### src/rtl/commit_reorder_unit_pkg.sv
// commit_reorder_unit_pkg: shared commit-stage constants and the commit-slot record
package commit_reorder_unit_pkg;

    localparam int COMMIT_ID_WIDTH  = 8;
    localparam int N_INSTR_BRANCHES = 4;
    localparam int INSTR_BRANCH_MAC = 1;
    localparam int SAMPLE_WIDTH     = 16;
    localparam int CHANNEL_COUNT    = 16;
    localparam int ROB_SLOTS        = 4;
    localparam int CHANNEL_ADDR_W   = $clog2(CHANNEL_COUNT);

    // Core-default layout of one buffered result awaiting retirement
    typedef struct packed {
        logic [2*SAMPLE_WIDTH-1:0] result;
        logic [CHANNEL_ADDR_W-1:0] dest;
        logic                      acc_overwrite;
        logic                      sat_en;
        logic                      is_mac;
    } commit_slot_t;

endpackage

### src/rtl/commit_reorder_unit_sat_narrow.sv
// sat_narrow: combinational signed clamp of a 2W-bit value into W bits
module sat_narrow #(
    parameter int W = 16
) (
    input  logic [2*W-1:0] wide,
    output logic [W-1:0]   narrow
);

    logic fits;

    // The value fits when every bit above the narrow sign bit repeats the sign
    assign fits   = wide[2*W-1:W-1] == {(W+1){wide[2*W-1]}};
    assign narrow = fits ? wide[W-1:0] :
                    wide[2*W-1] ? {1'b1, {(W-1){1'b0}}} : {1'b0, {(W-1){1'b1}}};

endmodule

### src/rtl/commit_reorder_unit.sv
// commit_reorder_unit: reorder window retiring branch results in commit-ID order
module commit_reorder_unit
    import commit_reorder_unit_pkg::*;
#(
    parameter int DATA_WIDTH      = SAMPLE_WIDTH,
    parameter int N_BRANCHES      = N_INSTR_BRANCHES,
    parameter int MAC_BRANCH      = INSTR_BRANCH_MAC,
    parameter int N_CHANNELS      = CHANNEL_COUNT,
    parameter int COMMIT_ID_WIDTH = commit_reorder_unit_pkg::COMMIT_ID_WIDTH,
    parameter int ROB_DEPTH       = ROB_SLOTS,
    localparam int CH_W  = $clog2(N_CHANNELS),
    localparam int IDX_W = $clog2(ROB_DEPTH),
    localparam int OCC_W = IDX_W + 1,
    localparam int RW    = 2 * DATA_WIDTH
) (
    input  logic                                         clk,
    input  logic                                         reset,
    input  logic                                         enable,
    input  logic                                         flush,
    input  logic                                         sample_tick,
    input  logic [DATA_WIDTH-1:0]                        sample_in,
    input  logic [N_BRANCHES-1:0]                        in_valid,
    output logic [N_BRANCHES-1:0]                        in_ready,
    input  logic [N_BRANCHES-1:0][RW-1:0]                result,
    input  logic [N_BRANCHES-1:0][CH_W-1:0]              dest,
    input  logic [N_BRANCHES-1:0][COMMIT_ID_WIDTH-1:0]   commit_id,
    input  logic [N_BRANCHES-1:0]                        acc_overwrite,
    input  logic [N_BRANCHES-1:0]                        sat_en,
    output logic [CH_W-1:0]                              channel_write_addr,
    output logic [DATA_WIDTH-1:0]                        channel_write_val,
    output logic                                         channel_write_enable,
    output logic [RW-1:0]                                accumulator_write_val,
    output logic                                         accumulator_write_enable,
    output logic                                         accumulator_add_enable,
    output logic [COMMIT_ID_WIDTH-1:0]                   next_commit_id,
    output logic [OCC_W-1:0]                             occupancy,
    output logic                                         collision_err
);

    typedef struct packed {
        logic [RW-1:0]   result;
        logic [CH_W-1:0] dest;
        logic            acc_overwrite;
        logic            sat_en;
        logic            is_mac;
    } slot_t;

    localparam logic [COMMIT_ID_WIDTH:0] DEPTH_C = (COMMIT_ID_WIDTH + 1)'(ROB_DEPTH);

    logic [ROB_DEPTH-1:0]             slot_valid;
    slot_t                            slot_mem [ROB_DEPTH];
    logic [N_BRANCHES-1:0]            in_window;
    logic [N_BRANCHES-1:0]            accept;
    logic [N_BRANCHES-1:0][IDX_W-1:0] slot_idx;
    logic [ROB_DEPTH-1:0]             set_mask;
    logic [OCC_W-1:0]                 accept_count;
    logic                             collision;
    logic [IDX_W-1:0]                 head;
    slot_t                            head_slot;
    logic [DATA_WIDTH-1:0]            head_sat;
    logic                             retire;

    // Window test, lowest-index-wins slot arbitration and duplicate-ID detection
    always_comb begin
        in_window    = '0;
        accept       = '0;
        slot_idx     = '0;
        set_mask     = '0;
        accept_count = '0;
        collision    = 1'b0;
        for (int i = 0; i < N_BRANCHES; i++) begin
            slot_idx[i]  = commit_id[i][IDX_W-1:0];
            in_window[i] = in_valid[i] && ({1'b0, commit_id[i] - next_commit_id} < DEPTH_C);
        end
        for (int i = 0; i < N_BRANCHES; i++) begin
            accept[i] = enable && !flush && in_window[i] && !slot_valid[slot_idx[i]];
            for (int j = 0; j < i; j++) begin
                if (in_window[j] && slot_idx[j] == slot_idx[i])
                    accept[i] = 1'b0;
                if (in_window[j] && in_window[i] && commit_id[j] == commit_id[i])
                    collision = 1'b1;
            end
            if (accept[i])
                set_mask[slot_idx[i]] = 1'b1;
            accept_count = accept_count + OCC_W'(accept[i]);
        end
    end

    assign in_ready  = accept;
    assign head      = next_commit_id[IDX_W-1:0];
    assign head_slot = slot_mem[head];
    assign retire    = enable && !sample_tick && !flush && slot_valid[head];

    sat_narrow #(.W(DATA_WIDTH)) u_sat (
        .wide   (head_slot.result),
        .narrow (head_sat)
    );

    // Payload capture; contents are only meaningful while the slot valid bit is set
    always_ff @(posedge clk) begin
        for (int i = 0; i < N_BRANCHES; i++)
            if (accept[i])
                slot_mem[slot_idx[i]] <= '{result: result[i], dest: dest[i],
                                           acc_overwrite: acc_overwrite[i],
                                           sat_en: sat_en[i], is_mac: i == MAC_BRANCH};
    end

    // Window bookkeeping, in-order retirement and one-cycle write strobes
    always_ff @(posedge clk or negedge reset) begin
        if (!reset) begin
            slot_valid               <= '0;
            next_commit_id           <= '0;
            occupancy                <= '0;
            collision_err            <= 1'b0;
            channel_write_addr       <= '0;
            channel_write_val        <= '0;
            channel_write_enable     <= 1'b0;
            accumulator_write_val    <= '0;
            accumulator_write_enable <= 1'b0;
            accumulator_add_enable   <= 1'b0;
        end else begin
            channel_write_enable     <= 1'b0;
            accumulator_write_enable <= 1'b0;
            accumulator_add_enable   <= 1'b0;
            if (flush) begin
                slot_valid     <= '0;
                next_commit_id <= '0;
                occupancy      <= '0;
            end else if (enable) begin
                slot_valid <= slot_valid | set_mask;
                if (retire)
                    slot_valid[head] <= 1'b0;
                next_commit_id <= next_commit_id + COMMIT_ID_WIDTH'(retire);
                occupancy      <= occupancy + accept_count - OCC_W'(retire);
                collision_err  <= collision_err | collision;
                if (sample_tick) begin
                    channel_write_addr   <= '0;
                    channel_write_val    <= sample_in;
                    channel_write_enable <= 1'b1;
                end else if (retire && head_slot.is_mac) begin
                    accumulator_write_val    <= head_slot.result;
                    accumulator_write_enable <= 1'b1;
                    accumulator_add_enable   <= !head_slot.acc_overwrite;
                end else if (retire) begin
                    channel_write_addr   <= head_slot.dest;
                    channel_write_val    <= head_slot.sat_en ? head_sat : head_slot.result[DATA_WIDTH-1:0];
                    channel_write_enable <= 1'b1;
                end
            end
        end
    end

endmodule
### config.mk
export PLATFORM = sky130hd
export DESIGN_NAME = commit_reorder_unit
export DESIGN_NICKNAME = d
export VERILOG_FILES = /design/src/rtl/commit_reorder_unit_pkg.sv /design/src/rtl/commit_reorder_unit_sat_narrow.sv /design/src/rtl/commit_reorder_unit.sv
export SDC_FILE = /design/constraint.sdc
export NUM_CORES = 1
export LEC_CHECK = 0
export ABC_AREA = 1
export BUFFER_PORTS_ARGS = -buffer_cell sky130_fd_sc_hd__buf_4
export CAP_MARGIN = 20
export CORE_ASPECT_RATIO = 0.6
export CORE_UTILIZATION = 25
export CTS_CLUSTER_SIZE = 40
export DETAILED_ROUTE_END_ITERATION = 10
export SLEW_MARGIN = 40
export SYNTH_ARGS = -nofsm -noshare
export SYNTH_HDL_FRONTEND = slang
export SYNTH_HIERARCHICAL = 1
export SYNTH_SLANG_ARGS = --single-unit
### constraint.sdc
create_clock -name clk -period 4.95 [get_ports clk]
set_input_delay 0.495 -clock clk [delete_from_list [all_inputs] [get_ports clk]]
set_output_delay 0.495 -clock clk [all_outputs]
set_load 0.005 [all_outputs]
==> load_flow_metrics.sql <==
INSERT INTO impl_metrics (metric_group, metric, value, unit) VALUES
('run_status', 'result_of_the_run', 'finished, final reports clean', ''),
('global_route', 'grt_remaining_overflow', '0', ''),
('run', 'max_cap_viol_count', '0', ''),
('logic_synthesis', 'postSynthCellCount', '2719', ''),
('setup_path', 'crit_fanout', '5', ''),
('timing', 'final-hold-violation-count', '0', ''),
('floorplanning', 'die_area', '73800', 'µm²'),
('clock_tree', 'clk_pin_slew_worst_paths', '0.06', 'ns'),
('clock_tree', 'clock_buffer_depth', '3', ''),
('logic_synthesis', 'dominant_cells_by_area_after_synthesis', 'edfxtp_1 (25%), nand2_1 (21%), nand3_1 (11%)', ''),
('finish', 'final_cell_mix', 'nand2_1 (1002), nand3_1 (387), buf_4 (333)', ''),
('place', 'place.port_buffers', '279', ''),
('finish', 'synthToLayoutAreaGrowth', '22.8', '%'),
('setup_path', 'path_cells', 'inv_1 -> ha_1 -> a21oi_1 -> nor2_1 -> nor2_1 -> nand2_1 -> nand2_1 -> nand2_1 -> nor2_1 -> nand3_1 -> nor2_4 -> nand2_1 -> ha_1 -> fa_1 -> fa_1 -> fa_1 -> xnor2_1 -> xnor2_1 -> o21ai_0', ''),
('detailed_routing', 'avgRoutedWirePerCell', '22.0', 'µm'),
('timing', 'worst_slew_pin_slew', '0.870', 'ns'),
('logic_synthesis', 'yosys.area.top_type', 'edfxtp_1', ''),
('logic_synthesis', 'synth_area', '18200', 'µm²'),
('logic_synthesis', 'syn_avg_cell_area', '6.68', 'µm²'),
('setup_path', 'critical_path_class', 'register to register', ''),
('detailed_routing', 'drt_drc', '0', ''),
('finish', 'fin_util', '31.1', '%'),
('detailed_routing', 'drt_pass1_iterations', '5', ''),
('logic_synthesis', 'synth.distinct_cells', '50', ''),
('timing', 'slew-limit-headroom', '42.0', '%'),
('finish', 'fraction_of_layout_cells_with_a_size_suffix_above_1', '15.3', '%'),
('floorplanning', 'effective_utilization_at_floorplan', '25.3', '%'),
('timing', 'setup_viol_count_final', '0', ''),
('finish', 'final_cell_count_no_fill', '3891', ''),
('timing', 'fmax', '218', 'MHz'),
('global_route', 'grt_pass1_vias', '18333', ''),
('timing', 'fin_hold_ws', '0.180', 'ns'),
('finish', 'fillCellCount', '7738', ''),
('clock_tree', 'worstSkewPairLatency', '0.60', 'ns'),
('place', 'dp_hpwl', '56600', 'µm'),
('setup_path', 'endpoint_kind', 'register', ''),
('place', 'placed_cell_area', '21300', 'µm²'),
('logic_synthesis', 'synth.ff_latch_count', '227', ''),
('timing', 'period_needed', '4.58', 'ns'),
('timing', 'rsz0062_at_grt', 'no', ''),
('setup_path', 'worstPathArrival', '5.04', 'ns'),
('global_route', 'grt_start_max_net_pins', '99', ''),
('logic_synthesis', 'synth-async-reset-ratio', '31.3', '%'),
('place', 'dp_cells', '3831', ''),
('detailed_routing', 'final_antenna_net_count', '0', ''),
('place', 'placer_congestion', '1.00', ''),
('setup_path', 'cp.buffers_inverters', '1', ''),
('logic_synthesis', 'synth_warnings', '6', ''),
('global_route', 'global_route_wire_length_before_repair', '124000', 'µm'),
('clock_tree', 'cts-htree-levels', '1', ''),
('setup_path', 'worst_path_dominant_cell_family', 'adder cells', ''),
('clock_tree', 'cts-hold-fix-buffers', '1', ''),
('timing', 'finClkSkew', '0.0269', 'ns'),
('setup_path', 'slowest_stage', 'fa_1', ''),
('clock_tree', 'cts_setup_buffers', '0', ''),
('setup_path', 'worstPathRequired', '5.41', 'ns'),
('setup_path', 'slowest_delay', '0.46', 'ns'),
('timing', 'layout_worst_path_cycle_share', '92.5', '%'),
('setup_path', 'cell_repeated_most_along_the_worst_path', 'nand2_1', ''),
('power_and_ir_drop', 'power_density', '230', 'nW/µm²'),
('finish', 'nNetsFinal', '3128', ''),
('finish', 'final_cell_area', '22300', 'µm²'),
('timing', 'max_slew_vio_count', '0', ''),
('floorplanning', 'fp.dieH', '211', 'µm'),
('clock_tree', 'cts_tree', 'yes', ''),
('detailed_routing', 'drt_iter0_drc', '2945', ''),
('clock_tree', 'cts_resized', '0', ''),
('timing', 'tns', '0', 'ns'),
('power_and_ir_drop', 'power_leakage', '10.6', 'nW'),
('detailed_routing', 'route.detailed.vias_per_inst', '5.26', ''),
('power_and_ir_drop', 'irDropWorstVdd', '0.262', 'mV');
## Yosys cell counts (3+ instances only)
master     count
and3_1         5
o22ai_1        9
mux2i_1       10
nand3b_1       8
buf_4         12
inv_1        240
o221ai_1       4
fa_1           3
nand4_1      247
edfxtp_1     152
nor2_2         4
dfxtp_1        4
o21ai_0       49
nand2_4        4
buf_1         30
nor3_1        17
nand2_1     1005
ha_1          28
dfrtp_1       71
xnor2_1       18
a21oi_1       30
o2111ai_1      3
inv_2          7
buf_2         74
xor2_1        13
nand3_1      397
nor4_1         5
nor2_1        96
clkbuf_1      86
a221oi_1       3
a22oi_1       63
## layer usage
| layer | vias to the layer above | wire length (µm) | track usage [%] |
|---|---|---|---|
| li1 | 9537 | - | - |
| met3 | 156 | 11900 | 6.71 |
| met1 | 9350 | 36900 | 32.6 |
| met2 | 1416 | 34400 | 31.5 |
| met4 | 0 | 2430 | 6.59 |
| met5 | - | 0 | 0 |
## cell type report
cell class	instances	area (µm²)	share of cell area, %
antenna	5	12.5	0.0561
clock buffer	31	733	3.29
clock inverter	23	280	1.26
inverter	249	937	4.20
multi-input combinational	2039	10100	45.2
sequential	227	6420	28.8
tap	975	1220	5.47
timing repair buffer	342	2640	11.8
## worst min-delay path: cells and delay by family
family                 cells  cell delay [ns]
AO/OA/AOI/OAI              1             0.13
buffers and inverters      1             0.08
AND/OR/NAND/NOR            1             0.03
## final timing paths
kind,startpoint,to,depth (start not counted)
max,next_commit_id[3]$_DFFE_PN0P_,occupancy[2]$_DFFE_PN0P_,19
min,sample_in[0],channel_write_val[0]$_DFFE_PN0P_,3
max reg2reg,next_commit_id[3]$_DFFE_PN0P_,occupancy[2]$_DFFE_PN0P_,19
min reg2reg,slot_mem[1][0]$_SDFFE_PP0P_,slot_mem[1][0]$_SDFFE_PP0P_,2
max in group asynchronous,reset,accumulator_write_val[2]$_DFFE_PN0P_,3
min in group asynchronous,reset,collision_err$_DFFE_PN0P_,2
## through the flow
step / total power (W) / worst slack [ns]
final: 0.00513 / 0.371
after global routing: 0.00529 / 0.165
after CTS: 0.00515 / 0.461
after detailed placement: 0.00284 / 0.334
after global placement: 0.00284 / 0.422
after floorplan: 0.00244 / 0.741
## cells by family (layout without fill, tap and decap cells)
group | count (synthesis) | after routing | synth area share [%]
other cells | 0 | 5 | 0
fa+ha+maj | 31 | 31 | 2.26
mux | 10 | 10 | 0.551
xor+xnor | 31 | 31 | 1.49
simple gates | 1795 | 1795 | 44.1
buf+inv | 453 | 645 | 10.2
flops | 227 | 227 | 35.3
compound gates | 172 | 172 | 6.05
## flip-flops by register name (all words and copies together) (netlist names), 3 cells and up
| name | cells |
|---|---|
| next_commit_id | 8 |
| channel_write_addr | 4 |
| slot_mem | 156 |
| slot_valid | 4 |
| channel_write_val | 16 |
| occupancy | 3 |
| accumulator_write_val | 32 |
## power by group
| group | switching (W) | total (W) | internal (W) |
|---|---|---|---|
| Clock | 0.000929 | 0.00231 | 0.00139 |
| Sequential | 0.0000166 | 0.00208 | 0.00206 |
| Combinational | 0.000459 | 0.000744 | 0.000286 |
No activity file was read; power rests on OpenSTA's default activity.
